## config.mk

```make
export PLATFORM = sky130hd
export DESIGN_NAME = ring_window_reader
export DESIGN_NICKNAME = d
export VERILOG_FILES = /design/src/rtl/filter_pkg.sv /design/src/rtl/ring_window_reader.sv
export SDC_FILE = /design/constraint.sdc
export NUM_CORES = 1
export LEC_CHECK = 0
export CORE_UTILIZATION = 50
export CTS_BUF_LIST = sky130_fd_sc_hd__clkbuf_8 sky130_fd_sc_hd__clkbuf_16
export DETAILED_ROUTE_END_ITERATION = 10
export PLACE_DENSITY = 0.74
export SYNTH_ARGS = -nofsm -noshare
export SYNTH_HDL_FRONTEND = slang
export SYNTH_SLANG_ARGS = --single-unit
```

## constraint.sdc

```tcl
create_clock -name clk -period 3.5 [get_ports clk]
set_input_delay 0.525 -clock clk [delete_from_list [all_inputs] [get_ports clk]]
set_output_delay 0.525 -clock clk [all_outputs]
set_load 0.005 [all_outputs]
```

## src/rtl/filter_pkg.sv

```systemverilog
// filter_pkg: ring geometry, reader FSM states and the wrap decrement
// shared by the read and write address generators of the filter ring RAM.
package filter_pkg;
    localparam int RING_DEPTH = 66;
    localparam int RING_AW    = 7;
    localparam int SAMPLE_DW  = 16;

    typedef enum logic [1:0] {IDLE, ISSUE, DRAIN, DONE} state_t;

    function automatic logic [RING_AW-1:0] ring_dec(input logic [RING_AW-1:0] ptr);
        return (ptr == '0) ? RING_AW'(RING_DEPTH - 1) : ptr - 1'b1;
    endfunction
endpackage

```

## src/rtl/ring_window_reader.sv

```systemverilog
// ring_window_reader: walks the ring backwards from the newest sample over a
// runtime window, absorbs RAM read latency and emits the signed boxcar sum.
module ring_window_reader
    import filter_pkg::*;
#(
    parameter int RD_LAT = 2
) (
    input  logic                                 clk,
    input  logic                                 rst_n,
    input  logic                                 start,
    input  logic [RING_AW-1:0]                   base_addr,
    input  logic [RING_AW-1:0]                   win,
    output logic                                 rden,
    output logic [RING_AW-1:0]                   rd_addr,
    input  logic [SAMPLE_DW-1:0]                 rd_data,
    output logic signed [SAMPLE_DW+RING_AW-1:0]  sum_out,
    output logic                                 sum_valid,
    output logic                                 busy,
    output logic                                 overrun,
    input  logic                                 clr_overrun
);
    localparam int SW = SAMPLE_DW + RING_AW;

    state_t              state, state_n;
    logic [RING_AW-1:0]  ptr, ptr_n, cnt, cnt_n, rd_addr_n, base_c, win_c;
    logic [RD_LAT-1:0]   tag;
    logic [RD_LAT:0]     tag_sh;
    logic signed [SW-1:0] acc, acc_n, acc_add, sum_n;
    logic                rden_n, sum_valid_n, busy_n, overrun_n;

    assign base_c  = (base_addr >= RING_AW'(RING_DEPTH)) ? RING_AW'(RING_DEPTH - 1) : base_addr;
    assign win_c   = (win == '0) ? RING_AW'(1) :
                     (win > RING_AW'(RING_DEPTH)) ? RING_AW'(RING_DEPTH) : win;
    // Low RD_LAT bits are the tag pipe as it will be after this edge.
    assign tag_sh  = {tag, rden};
    assign acc_add = acc + (tag[RD_LAT-1] ? SW'($signed(rd_data)) : '0);

    always_comb begin
        state_n     = state;
        ptr_n       = ptr;
        cnt_n       = cnt;
        rden_n      = 1'b0;
        rd_addr_n   = rd_addr;
        acc_n       = acc_add;
        sum_n       = sum_out;
        sum_valid_n = 1'b0;
        busy_n      = busy;
        overrun_n   = (start && busy) || (overrun && !clr_overrun);
        case (state)
            IDLE: if (start) begin
                state_n   = ISSUE;
                rden_n    = 1'b1;
                rd_addr_n = base_c;
                ptr_n     = ring_dec(base_c);
                cnt_n     = win_c;
                acc_n     = '0;
                busy_n    = 1'b1;
            end
            ISSUE: if (cnt == RING_AW'(1)) begin
                state_n = DRAIN;
            end else begin
                rden_n    = 1'b1;
                rd_addr_n = ptr;
                ptr_n     = ring_dec(ptr);
                cnt_n     = cnt - 1'b1;
            end
            // Finish on the cycle the last tagged word is being accumulated.
            DRAIN: if (tag_sh[RD_LAT-1:0] == '0) begin
                state_n     = DONE;
                sum_n       = acc_add;
                sum_valid_n = 1'b1;
            end
            DONE: begin
                state_n = IDLE;
                busy_n  = 1'b0;
            end
            default: state_n = IDLE;
        endcase
    end

    always_ff @(posedge clk or negedge rst_n) begin
        if (!rst_n) begin
            state     <= IDLE;
            ptr       <= '0;
            cnt       <= '0;
            tag       <= '0;
            acc       <= '0;
            rden      <= 1'b0;
            rd_addr   <= '0;
            sum_out   <= '0;
            sum_valid <= 1'b0;
            busy      <= 1'b0;
            overrun   <= 1'b0;
        end else begin
            state     <= state_n;
            ptr       <= ptr_n;
            cnt       <= cnt_n;
            tag       <= tag_sh[RD_LAT-1:0];
            acc       <= acc_n;
            rden      <= rden_n;
            rd_addr   <= rd_addr_n;
            sum_out   <= sum_n;
            sum_valid <= sum_valid_n;
            busy      <= busy_n;
            overrun   <= overrun_n;
        end
    end
endmodule

```

==> impl_metrics.json <==
{
  "outcome": "complete, no violations",
  "p_int_w": 0.002802,
  "area_growth_pct": 18.55,
  "first_pass_iters": 4,
  "slew_headroom_pct": 38.10,
  "antenna_found_initial": 0,
  "post_cts_buffers": 0,
  "worstPathMaxFanout": 16,
  "finalSetupTns_ns": 0,
  "hpwl_mm": 8.324,
  "fillers": 838,
  "synth_cell_types": 61,
  "grtUsageMet3_pct": 3.654,
  "final_antenna_net_count": 0,
  "final_common_cell": "dfrtp_1",
  "track_usage_pct": 23.92,
  "cpMaxStageDelayCell": "dfrtp_1",
  "combPwrFrac_pct": 58.7,
  "p_switching_w": 0.002307,
  "clk_latency_ns": 0.35,
  "clkPwrFrac_pct": 11.4,
  "top_usage_layer": "met2",
  "setup-violations-final": 0,
  "ys_ff_latch": 75,
  "nNetsFinal": 674,
  "grt_pass1_vias": 3973,
  "synth_edf_count": 0,
  "grt_pass1_wl_mm": 18.80,
  "clockBufferDepth": 2,
  "fp.coreArea_mm2": 0.009196,
  "cts_tree": "done",
  "async_reset_ff_share_pct": 100.0,
  "drt-initial-drc-count": 133,
  "cts_root_buffer": "clkbuf_8",
  "detail_route.wl_per_cell_um": 15.63,
  "p_seq_share_pct": 29.9,
  "die_area_mm2": 0.009834,
  "place_congestion": 0.8861,
  "start_util_pct": 51.33,
  "multiInputGateArea_mm2": 0.002653,
  "syn_inst": 548,
  "pin_count": 68,
  "fp.dieW_um": 99.17,
  "vias": 4207,
  "fmax_mhz": 336.6,
  "cellPowerDensity_mw_per_mm2": 912.8,
  "rows": 35,
  "skew_ns": 0.01202,
  "synth-warning-count": 0,
  "layout_common_cells": "dfrtp_1 (75), nand2_1 (67), clkdlybuf4s50_1 (66)",
  "antenna_cells": 0,
  "worst_slew_pin_slew_ns": 0.9286,
  "grt.met2_usage_pct": 40.61,
  "worst_ep_required_time_ns": 3.77,
  "synth_area_mm2": 0.004721,
  "end_kind": "flip-flop",
  "clkSinkCount": 75,
  "die_y_um": 99.17,
  "cp.arrival_ns": 3.24,
  "htreeDepth": 3,
  "grt_setup_unrepaired": "false",
  "total_power_w": 0.005108,
  "syn_nets": 614,
  "cp-start-kind": "flip-flop",
  "overflow": 0,
  "grt_max_degree": 76,
  "leakage_nw": 2.477,
  "crit_chain": "and2_1, ha_1, fa_1, a211oi_1, o21a_1, o21a_4, o21ai_1, o311a_1, o31ai_2",
  "io_buffers": 67,
  "synthFlopType": "dfrtp_1",
  "hold_violations": 0,
  "p_sw_share_pct": 45.16,
  "hold_class": "in2async",
  "cts_resized": 0,
  "worst-setup-path-type": "reg2reg",
  "numCtsBuffers": 9,
  "ir_worst_vdd_uv": 466.2,
  "cap_violations": 0,
  "vias_per_cell": 5.819,
  "clk_pin_slew_ns": 0.08,
  "route.detailed.drc": 0,
  "use_met1_pct": 31.06,
  "yosysSeqAreaShare_pct": 39.76,
  "regArea_mm2": 0.001877,
  "final_max_slew_viol_count": 0,
  "min_period_over_period_pct": 84.88,
  "hold_buffers": 0,
  "avgSynthCellArea_um2": 8.615,
  "layout_min_cycle_time_ns": 2.971,
  "drt-total-wl_mm": 11.30,
  "holdWs_ns": 0.3044,
  "drive_above_1_share_pct": 4.575,
  "cp_slowest_stage_delay_ns": 0.58
}
==> layer usage <==
layer,wire (um),vias up
li1,-,2085
met1,5223,2015
met2,5409,88
met3,403,19
met4,265,0
met5,0,-
==> synth_stat cells, types with 4 or more instances <==
cell       n  area (um^2)
nand2b_1   8        50.05
mux2i_1    5        50.05
inv_1     21        78.83
nand2_1   67        251.5
and2_1    23        143.9
o21ai_0   60        300.3
clkbuf_1  12        45.04
nand4_1    7        43.79
xor2_1     4        35.03
or4_1      4        30.03
o21ai_1    8        40.04
xnor2_1    9        78.83
o21a_1     7        52.55
nor3_1    14        70.07
a211oi_1   7        52.55
nor2_1    49        183.9
a21o_1     8        60.06
nand3_1   11        55.05
dfrtp_1   75         1877
or3_1      4        25.02
ha_1      31        387.9
o211ai_1   6        45.04
a21oi_1   41        205.2
and3_1     4        25.02
==> flip-flops by register name, indices dropped and copies added, names as in the netlist <==
register and count:
acc 23, sum_out 23, cnt 7, ptr 7
rd_addr 7, state 2, tag 2, busy 1
overrun 1, rden 1, sum_valid 1
==> power groups by stage <==
| stage | Sequential (W) | Clock, W | Combinational (W) |
|---|---|---|---|
| 3_3_place_gp | 0.00153 | 0 | 0.00289 |
| 6_report | 0.00153 | 0.000582 | 0.00300 |
| 3_5_place_dp | 0.00155 | 0 | 0.00298 |
| 2_1_floorplan | 0.00149 | 0 | 0.00212 |
| 4_1_cts | 0.00153 | 0.000590 | 0.00300 |
| 5_1_grt | 0.00158 | 0.000619 | 0.00336 |
==> cell type report <==
class,count,area share [%]
Tap cell,111,2.482
Multi-Input combinational cell,431,47.40
Clock buffer,9,2.213
Inverter,21,1.408
Sequential cell,75,33.53
Clock inverter,6,0.6260
Timing Repair Buffer,70,12.34
==> cells by family after synthesis <==
group	after synthesis	share of synthesized area (%)
simple gates	202	20.25
flops	75	39.76
xor+xnor	13	2.412
compound gates	178	23.62
fa+ha+maj	33	8.852
buf+inv	42	4.055
mux	5	1.060
==> critical path: cells and delay by family (launching register included) <==
family,cells,cell delay (ns)
AOI/OAI and AO/OA,6,1.38
adders and majority gates,2,0.65
DFF,1,0.58
and+or+nand+nor,1,0.27
==> stage by stage <==
| step | instances | cell area, um^2 | util, % | setup slack, ns |
|---|---|---|---|---|
| floorplan | 548 | 4721 | - | 0.8809 |
| global placement | 708 | 5438 | 59.13 | 0.3508 |
| detailed placement | 708 | 5438 | 59.13 | 0.2478 |
| CTS | 723 | 5597 | 60.86 | 0.5056 |
| global route | 723 | 5597 | 60.86 | 0.1932 |
| finish | 723 | 5597 | 60.86 | 0.5292 |
==> final timing paths <==
path	startpoint	endpoint	slack, ns	depth (start not counted)
setup / recovery	tag[1]	sum_out[22]	0.53	9
hold / removal	rst_n	sum_out[8]	0.30	1
setup reg to reg	tag[1]	sum_out[22]	0.53	9
hold reg to reg	tag[0]	tag[1]	0.41	0
max in group asynchronous	rst_n	cnt[6]	2.59	1
min in group clk	tag[0]	tag[1]	0.41	0
(Power assumes the default switching activity.)
